File: src/rtl/uart_rx.sv
// uart_rx: UART receiver with a two-flop input synchronizer, four selectable baud dividers and mid-bit sampling.
// Frames are 8N1; defining UART_RX_PARITY_EN switches to 8E1 and enables parity_err.
module uart_rx #(
  parameter logic [13:0] DIV9600  = 14'd10417,
  parameter logic [13:0] DIV19200 = 14'd5208,
  parameter logic [13:0] DIV38400 = 14'd2604,
  parameter logic [13:0] DIV57600 = 14'd1736
) (
  input  logic       clk,
  input  logic       rst,
  input  logic [1:0] select,
  input  logic       rx,
  output logic [7:0] rx_data,
  output logic       rx_valid,
  output logic       frame_err,
  output logic       parity_err,
  output logic       busy
);
`ifdef UART_RX_PARITY_EN
  typedef enum logic [2:0] {IDLE, START, DATA, PARITY, STOP, WAIT_IDLE} state_t;
`else
  typedef enum logic [2:0] {IDLE, START, DATA, STOP, WAIT_IDLE} state_t;
`endif
  state_t      state_q, state_d;
  logic [1:0]  sync_q;
  logic        rxs;
  logic [13:0] timer_q, timer_d, div_q, div_d, sel_div;
  logic [2:0]  bit_q, bit_d;
  logic [7:0]  shift_q, shift_d, data_q, data_d;
  logic        valid_q, valid_d, ferr_q, ferr_d;
  logic        tick;
`ifdef UART_RX_PARITY_EN
  logic        par_q, par_d, perr_q, perr_d;
  assign parity_err = perr_q;
`else
  assign parity_err = 1'b0;
`endif
  assign rxs       = sync_q[1];
  assign tick      = timer_q == 14'd0;
  assign rx_data   = data_q;
  assign rx_valid  = valid_q;
  assign frame_err = ferr_q;
  assign busy      = state_q != IDLE;
  assign sel_div   = select == 2'd0 ? DIV9600 :
                     select == 2'd1 ? DIV19200 :
                     select == 2'd2 ? DIV38400 : DIV57600;
  always_ff @(posedge clk or posedge rst)
    if (rst) sync_q <= 2'b11;
    else     sync_q <= {sync_q[0], rx};
  // The timer holds at zero when idle so it can never wrap.
  always_comb begin
    state_d = state_q;
    timer_d = tick ? timer_q : timer_q - 14'd1;
    div_d   = div_q;
    bit_d   = bit_q;
    shift_d = shift_q;
    data_d  = data_q;
    valid_d = 1'b0;
    ferr_d  = 1'b0;
`ifdef UART_RX_PARITY_EN
    par_d   = par_q;
    perr_d  = 1'b0;
`endif
    case (state_q)
      IDLE: if (!rxs) begin
        div_d   = sel_div;
        timer_d = (sel_div >> 1) - 14'd1;
        bit_d   = 3'd0;
        state_d = START;
      end
      START: if (tick) begin
        timer_d = div_q - 14'd1;
        state_d = rxs ? IDLE : DATA;
      end
      DATA: if (tick) begin
        timer_d        = div_q - 14'd1;
        shift_d[bit_q] = rxs;
        bit_d          = bit_q + 3'd1;
`ifdef UART_RX_PARITY_EN
        state_d        = bit_q == 3'd7 ? PARITY : DATA;
`else
        state_d        = bit_q == 3'd7 ? STOP : DATA;
`endif
      end
`ifdef UART_RX_PARITY_EN
      PARITY: if (tick) begin
        timer_d = div_q - 14'd1;
        par_d   = rxs;
        state_d = STOP;
      end
`endif
      STOP: if (tick) begin
        timer_d = div_q - 14'd1;
        state_d = rxs ? IDLE : WAIT_IDLE;
        ferr_d  = !rxs;
`ifdef UART_RX_PARITY_EN
        perr_d  = rxs && ^{shift_q, par_q};
        valid_d = rxs && !(^{shift_q, par_q});
`else
        valid_d = rxs;
`endif
        data_d  = valid_d ? shift_q : data_q;
      end
      WAIT_IDLE: state_d = rxs ? IDLE : WAIT_IDLE;
      default: state_d = IDLE;
    endcase
  end
  always_ff @(posedge clk or posedge rst)
    if (rst) begin
      state_q <= IDLE;
      timer_q <= '0;
      div_q   <= '0;
      bit_q   <= '0;
      shift_q <= '0;
      data_q  <= '0;
      valid_q <= 1'b0;
      ferr_q  <= 1'b0;
`ifdef UART_RX_PARITY_EN
      par_q   <= 1'b0;
      perr_q  <= 1'b0;
`endif
    end else begin
      state_q <= state_d;
      timer_q <= timer_d;
      div_q   <= div_d;
      bit_q   <= bit_d;
      shift_q <= shift_d;
      data_q  <= data_d;
      valid_q <= valid_d;
      ferr_q  <= ferr_d;
`ifdef UART_RX_PARITY_EN
      par_q   <= par_d;
      perr_q  <= perr_d;
`endif
    end
endmodule

File: config.mk
export PLATFORM = sky130hd
export DESIGN_NAME = uart_rx
export DESIGN_NICKNAME = d
export VERILOG_FILES = /design/src/rtl/uart_rx.sv
export SDC_FILE = /design/constraint.sdc
export NUM_CORES = 1
export LEC_CHECK = 0
export ABC_AREA = 1
export CORE_ASPECT_RATIO = 1.75
export CORE_MARGIN = 2
export CORE_UTILIZATION = 35
export CTS_CLUSTER_SIZE = 14
export DETAILED_ROUTE_END_ITERATION = 6
export MAX_ROUTING_LAYER = met4
export PLACE_DENSITY = 0.51
export SKIP_CTS_REPAIR_TIMING = 1
export SLEW_MARGIN = 20
export SYNTH_ARGS = -nofsm -noshare
export SYNTH_HDL_FRONTEND = slang
export SYNTH_SLANG_ARGS = --single-unit
File: constraint.sdc
create_clock -name clk -period 2.9 [get_ports clk]
set_clock_uncertainty 0.05 [all_clocks]
set_input_delay 0.58 -clock clk [delete_from_list [all_inputs] [get_ports clk]]
set_output_delay 0.58 -clock clk [all_outputs]
set_load 0.02 [all_outputs]
**Yosys cells after proc, flatten, opt, wreduce, memory -nomap -nowiden**

Index checks and enable logic that the tools add are counted.

- Bits in registers: 54
- Input bits: 5
- Output and inout bits: 12

- Equal/unequal tests: 11
- Mux-type cells: 25
- Bitwise operators: 1
- Reductions and logical operators: 13
- Add/sub/neg operators: 4
- Magnitude comparators: 2

Operators by type and width:

| cell | count |
|---|---|
| $mux W14 | 4 |
| $pmux W14 S2 | 1 |
| $sub A14 B1 Y14 const B | 2 |
| $mux W3 | 7 |
| $pmux W3 S5 | 1 |
| $logic_not A14 Y1 | 1 |
| $sub A13 B1 Y14 const B | 1 |
| $mux W13 | 1 |
| $mux W12 | 1 |
| $bwmux W8 | 1 |
| $ne A2 B2 Y1 const B | 4 |
| $eq A3 B2 Y1 const B | 2 |
| $eq A3 B3 Y1 const B | 2 |
| $mux W1 | 6 |
| $pmux W3 S2 | 1 |
| $reduce_and A3 Y1 | 2 |
| $lt A3 B4 Y1 const B | 1 |
| $reduce_and A2 Y1 | 2 |
| $reduce_and A4 Y1 | 1 |
| $add A3 B1 Y3 const B | 1 |
| $demux W1 S3 | 1 |
| $eq A3 B1 Y1 const B | 1 |
| $ge A3 B1 Y1 const B | 1 |
| $logic_not A3 Y1 | 1 |
| 10 further kinds | 10 |

**Logic depth before layout (Yosys ltp)**

Gate-level depths: netlist of run 1.

- Word-level depth: 7
- Mapped depth: 12
- Gate-level depth less buffers: 11

**Worst setup path before layout of run 1**

Ideal clock, no wire load.

- Path kind: reg-to-reg
- Start point: register timer_q[0]
- End point: register timer_q[0]
- Slack: 1.265 ns
- Period minus slack after synthesis: 1.635 ns
- Buffers on the path: 2
- Cell stages (with the launch flop): 12
- Arrival time: 1.465 ns
- Setup time: 0.120 ns
- Data required time: 2.730 ns
- Cells stage by stage: dfrtp_1 -> inv_1 -> ha_1 -> nand2_2 -> nor2_2 -> nand2_2 -> buf_6 -> buf_6 -> o21ai_2 -> nand2_1 -> o21ai_1 -> nand2_1

- Cells in the longest elaborated chain, start to end: 4

RTL lines:

| what | RTL line | source |
|---|---|---|
| start, declared | 27 | `logic [13:0] timer_q, timer_d, div_q, div_d, sel_div;` |
| start signal, assigned | 124 | `timer_q <= timer_d;` |
| $sub A14 B1 Y14 / $logic_not A14 Y1 (equally long branches) | 53, 39 |  |
| $mux W14 | 53 | `timer_d = tick ? timer_q : timer_q - 14'd1;` |
| $mux W14, on equally long branches | - |  |
| $pmux W14 S2 (*) | 64 | `case (state_q)` |
| net timer_d[0] | 27 |  |

The timed path passes the listed nets; every way through them passes the cells marked *.
A chain may end at the register's enable or synchronous reset.

**Final worst setup path of run 1**

- Start point: register state_q[2]
- End point: output port busy

- Cells in the longest elaborated chain, start to end: 1

RTL lines:

| what | RTL line | source |
|---|---|---|
| start, declared | 24 | `state_t state_q, state_d;` |
| start signal, assigned | 123 | `state_q <= state_d;` |
| $reduce_bool A3 Y1 | 43 | `assign busy = state_q != IDLE;` |
| end, declared | 17 | `output logic busy` |

Every way passes these cells.

==> run_results.csv, run 1 <==
group,metric,value,unit
run_status,outcome,"finished clean",
logic_synthesis,async_reset_ff_frac,1.00,
global_route,grt_pass1_wl,11800,um
logic_synthesis,synth_area,2890,um2
hold_path,worstHoldEndpoint,"sync_q[1]",
pwr,power_frac_seq,0.367,
logic_synthesis,synth.area.mux_share,0,
floorplanning,start_util,0.363,
setup_path,critPathBufInv,2,
routing,drt_iter0_markers,87,
layout,fillers,853,
sta,relSlewSlack,0.653,
hold_path,worstHoldPathCells,0,
logic_synthesis,avgSynthCellArea,7.88,um2
sta,setup_viol,0,
cts,cts.sink_count,49,
logic_synthesis,syn_inst,367,
global_route,grt_usage,0.174,
pwr,p_leak,1.61,nW
global_route,grt_pass1_vias,2402,
logic_synthesis,synth-xor-area-share,0.0272,
pwr,clkPwrFrac,0.240,
floorplanning,rows,43,
routing,ant_nets,0,
cts,clk_pin_slew,0.06,ns
logic_synthesis,syn_nets,384,
sta,post-route-period-util,0.807,
placed_design,place_inst,468,
pwr,internal_power,1.64,mW
setup_path,timing.rr.start,"timer_q[0]",
logic_synthesis,synth_edf_count,0,
sta,drv_slew,0,
setup_path,cp_top_family,"buffers and inverters",
floorplanning,dieWidth,72.7,um
setup_path,cp_max_fo,9,
global_route,grt_max_degree,30,
setup_path,worstSetupPathType,"reg2out",
flow_run,drv_cap,0,
sta,worst_pin_slew,0.519,ns
logic_synthesis,synthAdderAreaFrac,0.0519,
sta,rsz0062_at_grt,"no",
floorplanning,num_io_pins,17,
placed_design,gp_congestion,0.947,
routing,vias,2325,
cts,clk_latency,0.29,ns
floorplanning,die_h,124,um
setup_path,r2r_end,"rx_data[5]",
layout,diodes,0,
logic_synthesis,synth_compound_area_frac,0.0969,
routing,firstDrtPassIters,4,
setup_path,cp_data_required_time,2.27,ns
sta,fmax,0.427,GHz
setup_path,rrSetupSlack,0.77,ns
global_route,grt_remaining_overflow,0,
floorplanning,core,7960,um2
logic_synthesis,synth_seq_cells,49,
routing,via_per_inst,4.88,
logic_synthesis,synth_sequential_area_ratio,0.425,
cts,cts_tree,"done",
placed_design,port_buffers,15,
layout,syn_to_final_growth,13.9,%
routing,finalWirelength,6990,um
floorplanning,die-area,9040,um2
setup_path,endpoint_kind,"primary output",
routing,wl_per_cell,14.7,um
setup_path,reg2regPathDepth,9,
routing,drc_errors,0,
cts,clockBufferDepth,2,
layout,fin_nets,402,
sta,fin_tns_setup,0,ns
cts,cts-htree-levels,2,
hold_path,hold_class,"reg2reg",
sta,period_minus_slack,2.34,ns
setup_path,critPathLaunchType,"flip-flop",
logic_synthesis,yosys_most_used_dff,"dfrtp_1",
logic_synthesis,synthSimpleGateAreaFrac,0.311,
pwr,swShare,0.406,
setup_path,path_cells,"inv_2 -> nand2_4 -> clkdlybuf4s50_1",
layout,drive_gt1_frac,0.119,
cts,root_buffer,"clkbuf_16",
sta,hold_viol_final,0,
pwr,ir_worst_vdd,0.465,mV
global_route,antenna_found_initial,0,
logic_synthesis,synth_top_family_by_area,"simple AND/OR/NAND/NOR gates",
hold_path,min-delay-start,"sync_q[0]",
logic_synthesis,synthDistinctLibCells,35,
cts,numCtsBuffers,5,
layout,layoutNonFillerInstCount,476,
pwr,p_sw,1.12,mW
setup_path,crit_path_top_delay_cell,"clkdlybuf4s50_1",
logic_synthesis,ys.warnings.count,0,
pwr,p_per_area,837,nW/um2
setup_path,slowest_delay,0.62,ns
setup_path,worstPathArrival,1.71,ns
sta,holdWs,0.309,ns
pwr,comb_power_share,0.394,
placed_design,place_hpwl,5630,um
state kept, by name (all words and copies together), names as in the netlist:
name / cells
bit_q: 3
div_q: 9
frame_err: 1
rx_data: 8
rx_valid: 1
shift_q: 8
state_q: 3
sync_q: 2
timer_q: 14
cell usage in the layout (no fill, tap or decap), types with 2 or more instances in the layout:
cell	n
a21oi_1	9
clkbuf_16	5
clkdlybuf4s50_1	15
clkinv_1	2
dfrtp_1	47
dfstp_2	2
ha_1	12
inv_1	37
inv_2	11
nand2_1	98
nand2_2	4
nand2_4	2
nand3_1	30
nand4_1	6
nor2_1	27
nor2_2	6
nor2_4	5
nor2_8	2
nor3_1	4
nor3_2	2
o211ai_1	6
o21a_1	2
o21ai_0	16
o21ai_1	13
or2_1	2
xnor2_1	4
xor2_1	5
final cells by class:
type | count | area [um2] | share of cell area
multi-input combinational | 261 | 1410 | 0.429
sequential | 49 | 1230 | 0.373
inverter | 51 | 194 | 0.0589
timing repair buffer | 17 | 178 | 0.0539
clock buffer | 6 | 129 | 0.0391
tap | 90 | 113 | 0.0342
clock inverter | 2 | 38.8 | 0.0118
worst register-to-register path, stage by stage, from the launching register on:
cell     delay, ns
dfrtp_1       0.39
inv_1         0.10
ha_1          0.27
nand2_2       0.11
nor2_2        0.12
nand2_2       0.31
inv_4         0.28
nand3_2       0.22
nand2_1       0.12
nand2_1       0.06
per-stage QoR:
stage / power, mW / util / worst slack [ns] / instance area [um2]
final: 2.76 / 0.414 / 0.559 / 3290
after global routing: 2.98 / 0.414 / 0.493 / 3290
after CTS: 2.79 / 0.414 / 0.546 / 3290
after detailed placement: 2.11 / 0.393 / 0.647 / 3130
after global placement: 2.10 / 0.393 / 0.729 / 3130
after floorplan: 1.81 / - / 1.10 / 2890
Yosys cell counts (2+ instances only):
master	n	area, um2
buf_6	4	45.0
nor2_4	5	56.3
or2_1	2	12.5
inv_2	10	37.5
o21ai_0	16	80.1
o211ai_1	6	45.0
nand4_1	6	37.5
nor2_8	2	40.0
nand2_1	98	368
nand2_4	2	22.5
nor2_2	6	37.5
ha_1	12	150
xor2_1	5	43.8
nor2_1	27	101
nor3_2	2	20.0
a21oi_1	9	45.0
nand3_1	30	150
nand2_2	4	25.0
xnor2_1	4	35.0
dfrtp_1	47	1180
clkinv_1	2	7.51
nor3_1	4	20.0
o21ai_1	13	65.1
o21a_1	2	15.0
dfstp_2	2	52.6
inv_1	38	143
worst max path at each step:
| stage | start | end | slack [ns] | depth (start not counted) |
|---|---|---|---|---|
| floorplan | rst | bit_q[0] | 1.10 | 1 |
| global placement | select[0] | timer_q[4] | 0.73 | 7 |
| detailed placement | select[0] | timer_q[4] | 0.65 | 7 |
| CTS | state_q[2] | busy | 0.55 | 3 |
| global route | state_q[2] | busy | 0.49 | 3 |
| finish | state_q[2] | busy | 0.56 | 3 |
per-layer routing:
| layer | GRT usage | vias to the layer above | wire length [um] | share of wire |
|---|---|---|---|---|
| met5 | - | - | 0 | 0 |
| met4 | 0.0741 | 0 | 230 | 0.033 |
| met3 | 0.0194 | 16 | 148 | 0.021 |
| met2 | 0.315 | 34 | 4000 | 0.57 |
| met1 | 0.183 | 1072 | 2620 | 0.37 |
| li1 | - | 1203 | - | - |
power groups by stage:
stage               combinational, mW  clock [mW]  sequential [mW]
finish                           1.09       0.661             1.01
global route                     1.24       0.702             1.04
CTS                              1.10       0.685             1.01
detailed placement               1.09           0             1.02
global placement                 1.09           0             1.02
floorplan                       0.833           0            0.981
kinds of logic after synthesis:
| group | Yosys count |
|---|---|
| simple gates | 189 |
| buf+inv | 57 |
| compound gates | 50 |
| flops | 49 |
| fa+ha+maj | 12 |
| xor+xnor | 9 |
| other cells | 1 |
Power figures use the tool's default switching activity.
==> inputs of run 2 (changes only) <==
==> constraint.sdc (replaced) <==
create_clock -name clk -period 2.4 [get_ports clk]
set_clock_uncertainty 0.05 [all_clocks]
set_input_delay 0.48 -clock clk [delete_from_list [all_inputs] [get_ports clk]]
set_output_delay 0.48 -clock clk [all_outputs]
set_load 0.02 [all_outputs]
==> run_results.csv, run 2 (synthesis gave the netlist of run 1 again) <==
group,metric,value,unit
run_status,outcome,"finished clean",
sta,setup_viol,0,
cts,clk_pin_slew,0.07,ns
pwr,p_per_area,980,nW/um2
sta,drv_slew,0,
layout,layoutNonFillerInstCount,478,
global_route,grt_remaining_overflow,0,
layout,fin_nets,404,
layout,regMostFlops,"timer_q",
cts,numCtsBuffers,5,
routing,via_per_inst,4.83,
sta,hold_viol_final,0,
setup_path,worstSetupPathType,"reg2out",
routing,vias,2311,
floorplanning,rows,43,
cts,cts.sink_count,49,
setup_path,cp_max_fo,5,
cts,cts_tree,"done",
flow_run,drv_cap,0,
placed_design,placed_cell_area,3140,um2
sta,rsz0062_at_grt,"no",
placed_design,port_buffers,15,
layout,syn_to_final_growth,13.4,%
cts,clk_latency,0.29,ns
floorplanning,die_h,124,um
sta,period_minus_slack,2.11,ns
layout,reg_top3,"timer_q x14, div_q x9",
layout,layout_common_cells,"nand2_1 (98), dfrtp_1 (47), inv_1 (37)",
setup_path,critPathLaunchType,"flip-flop",
global_route,grt_pass1_wl,12100,um
setup_path,endpoint_kind,"primary output",
sta,post-route-period-util,0.878,
routing,drc_errors,0,
cts,clockBufferDepth,2,
floorplanning,start_util,0.363,
placed_design,place_hpwl,5530,um
layout,diodes,0,
global_route,antenna_found_initial,0,
sta,fin_tns_setup,0,ns
placed_design,gp_congestion,0.887,
layout,drive_gt1_frac,0.124,
pwr,ir_worst_vdd,0.539,mV
global_route,grt_usage,0.181,
setup_path,cp_data_required_time,1.87,ns
routing,drt_iter0_markers,115,
cts,cts-htree-levels,2,
routing,wl_per_cell,14.6,um
global_route,grt_pass1_vias,2412,
layout,design_area,3280,um2
placed_design,place_inst,470,
global_route,grt_max_degree,50,
floorplanning,dieWidth,72.7,um
setup_path,worstPathArrival,1.58,ns
routing,firstDrtPassIters,4,
layout,fillers,831,
layout,layout_commonest_cell,"nand2_1",
routing,ant_nets,0,
floorplanning,core,7960,um2
floorplanning,num_io_pins,17,
pwr,p_leak,1.61,nW
hold_path,hold_class,"reg2reg",
floorplanning,die-area,9040,um2
layout,largest_reg_flops,14,
sta,fmax,0.475,GHz
routing,finalWirelength,6980,um
cts,root_buffer,"clkbuf_16",
## run 2: cell types whose count changed in the layout (fill, tap and decap cells not counted), sizes merged
cell / delta
bufinv: -1
buf: +2
clkinv: +1
## run 2: area by class of cell
cell class / instances / area (um2) / share of cell area
multi-input cells: 261 / 1410 / 0.431
flip-flops and latches: 49 / 1230 / 0.375
inverters: 51 / 194 / 0.0591
repair buffers: 19 / 193 / 0.0587
clock buffers: 6 / 129 / 0.0393
well taps: 90 / 113 / 0.0343
clock inverters: 2 / 10.0 / 0.00305
## run 2: worst paths after layout
path	start	to	slack, ns	cells past startpoint
max	state_q[0]	busy	0.29	3
min	sync_q[0]	sync_q[1]	0.31	0
max reg2reg	timer_q[8]	shift_q[6]	0.38	10
min reg2reg	sync_q[0]	sync_q[1]	0.31	0
max in group asynchronous	rst	sync_q[0]	1.51	3
min in group asynchronous	rst	rx_valid	0.49	3
## run 2: layer usage
layer | vias up | track usage | wire [um]
li1 | 1210 | - | -
met1 | 1047 | 0.193 | 2630
met2 | 37 | 0.313 | 3880
met3 | 17 | 0.0202 | 125
met4 | 0 | 0.103 | 346
met5 | - | - | 0
## run 2: worst max-delay path: stages (launching register included)
cell	delay, ns
dfrtp_1	0.44
nor2_4	0.18
nand2_4	0.11
clkdlybuf4s50_1	0.55
## run 2: report_power, final
part           internal, mW  switching [mW]
Sequential             1.03           0.190
Clock                 0.383           0.306
Combinational         0.457           0.852
Total                  1.87            1.35
## run 2: metrics by stage
step | worst slack (ns) | utilization | hold WS, ns | total power [mW]
2_1_floorplan | 0.700 | - | 0.295 | 2.19
3_3_place_gp | 0.330 | 0.395 | 0.296 | 2.55
3_5_place_dp | 0.269 | 0.395 | 0.299 | 2.54
4_1_cts | 0.274 | 0.412 | 0.309 | 3.25
5_1_grt | 0.110 | 0.412 | 0.315 | 3.50
6_report | 0.293 | 0.412 | 0.307 | 3.22
==> inputs of run 3 (changes only) <==
--- a/config.mk
+++ b/config.mk
@@ -7,7 +7,7 @@
 export LEC_CHECK = 0
 export ABC_AREA = 1
 export CORE_ASPECT_RATIO = 1.75
-export CORE_MARGIN = 2
+export CORE_MARGIN = 8
 export CORE_UTILIZATION = 35
 export CTS_CLUSTER_SIZE = 14
 export DETAILED_ROUTE_END_ITERATION = 6
==> run_results.csv, run 3 (synthesis gave the netlist of run 1 again) <==
group,metric,value,unit
run_status,outcome,"finished clean",
placed_design,placed_cell_area,3140,um2
floorplanning,die_h,136,um
layout,reg_top3,"timer_q x14, div_q x9",
cts,cts_tree,"done",
layout,drive_gt1_frac,0.129,
floorplanning,core,8150,um2
cts,clk_pin_slew,0.07,ns
cts,cts-htree-levels,2,
sta,hold_viol_final,0,
cts,root_buffer,"clkbuf_16",
layout,fin_nets,405,
routing,drt_iter0_markers,81,
sta,drv_slew,0,
routing,route.met2.wl,4120,um
global_route,grt_usage,0.137,
layout,largest_reg_flops,14,
setup_path,path_cells,"inv_2 -> nand2_4 -> clkdlybuf4s50_1",
placed_design,place_hpwl,5860,um
floorplanning,num_io_pins,17,
routing,finalWirelength,7150,um
layout,fillers,852,
cts,clockBufferDepth,2,
setup_path,timing.rr.start,"timer_q[8]",
placed_design,gp_congestion,0.925,
global_route,grt_max_degree,23,
layout,layout_common_cells,"nand2_1 (98), dfrtp_1 (47), inv_1 (37)",
sta,holdWs,0.306,ns
setup_path,cp_top_family,"buffers and inverters",
layout,diodes,0,
routing,wl_met3,91,um
flow_run,drv_cap,0,
floorplanning,dieWidth,84.7,um
global_route,grt_pass1_wl,11900,um
routing,highest-signal-layer,"met4",
cts,cts.sink_count,49,
setup_path,r2r_end,"rx_data[7]",
routing,ant_nets,0,
hold_path,min-delay-start,"sync_q[0]",
layout,regMostFlops,"timer_q",
setup_path,crit_path_top_delay_cell,"clkdlybuf4s50_1",
routing,vias,2337,
routing,drc_errors,0,
cts,clk_latency,0.29,ns
layout,layoutNonFillerInstCount,481,
sta,post-route-period-util,0.930,
sta,period_minus_slack,2.23,ns
setup_path,worstPathArrival,1.70,ns
placed_design,place_inst,473,
routing,wl_per_cell,14.9,um
sta,fmax,0.448,GHz
setup_path,cp_max_fo,9,
sta,rsz0062_at_grt,"no",
placed_design,port_buffers,15,
floorplanning,rows,44,
routing,via_per_inst,4.86,
hold_path,hold_class,"reg2reg",
global_route,grt_pass1_vias,2325,
layout,design_area,3290,um2
setup_path,critPathLaunchType,"flip-flop",
layout,syn_to_final_growth,13.6,%
setup_path,cp_data_required_time,1.87,ns
hold_path,worstHoldPathCells,0,
layout,layout_commonest_cell,"nand2_1",
setup_path,rrSetupSlack,0.33,ns
setup_path,worstSetupPathType,"reg2out",
global_route,grt_remaining_overflow,0,
pwr,p_per_area,988,nW/um2
placed_design,dp_slack,0.289,ns
cts,numCtsBuffers,5,
pwr,ir_worst_vdd,0.596,mV
global_route,antenna_found_initial,0,
setup_path,slowest_delay,0.62,ns
setup_path,critPathBufInv,2,
sta,fin_tns_setup,0,ns
routing,m1WireLength,2680,um
sta,setup_viol,0,
floorplanning,die-area,11500,um2
floorplanning,start_util,0.355,
routing,firstDrtPassIters,4,
pwr,p_leak,1.61,nW
hold_path,worstHoldEndpoint,"sync_q[1]",
layout,multiInputGateArea,1410,um2
setup_path,endpoint_kind,"primary output",
setup_path,reg2regPathDepth,8,
setup_path,startpoint,"state_q[2]",
layout,seq_area,1230,um2
sta,finalWorstSetupSlack,0.167,ns
==> run 3: changes by cell type in the layout (fill, tap and decap cells not counted), sizes merged <==
cell / previous run / this run
clkbuf: 6 / 5
clkinvlp: 0 / 1
clkinv: 4 / 3
inv: 49 / 50
buf: 4 / 5
==> run 3: layout make-up <==
class,count,area share
sequential,49,0.374
inverter,51,0.0590
multi-input combinational,261,0.430
tap,92,0.0350
clock inverter,3,0.00647
timing repair buffer,20,0.0571
clock buffer,5,0.0381
==> run 3: per-stage QoR <==
stage	util	power, mW
finish	0.403	3.25
detailed placement	0.385	2.56
floorplan	-	2.19
global placement	0.385	2.57
global route	0.403	3.51
CTS	0.403	3.28
==> run 3: worst max path at each step <==
stage	to	cells past startpoint
5_1_grt	busy	3
6_report	busy	3
4_1_cts	busy	3
3_5_place_dp	timer_q[4]	7
3_3_place_gp	rx_data[2]	8
2_1_floorplan	bit_q[0]	1
==> run 3: report_power, final <==
part	internal [mW]	switching [mW]	total (mW)
combinational	0.466	0.853	1.32
clock	0.389	0.323	0.712
sequential	1.03	0.189	1.22
total	1.88	1.36	3.25
==> run 3: worst reg2reg max path: cells and delay by family, from the launching register on <==
family / cells / cell delay, ns
buffers and inverters: 1 / 0.26
and+or+nand+nor: 7 / 1.27
DFF: 1 / 0.40
==> run 3: per-layer routing <==
| layer | vias to the layer above | GRT usage |
|---|---|---|
| met5 | - | - |
| met4 | 0 | 0.0728 |
| met3 | 12 | 0.0151 |
| met2 | 26 | 0.265 |
| met1 | 1096 | 0.129 |
| li1 | 1203 | - |
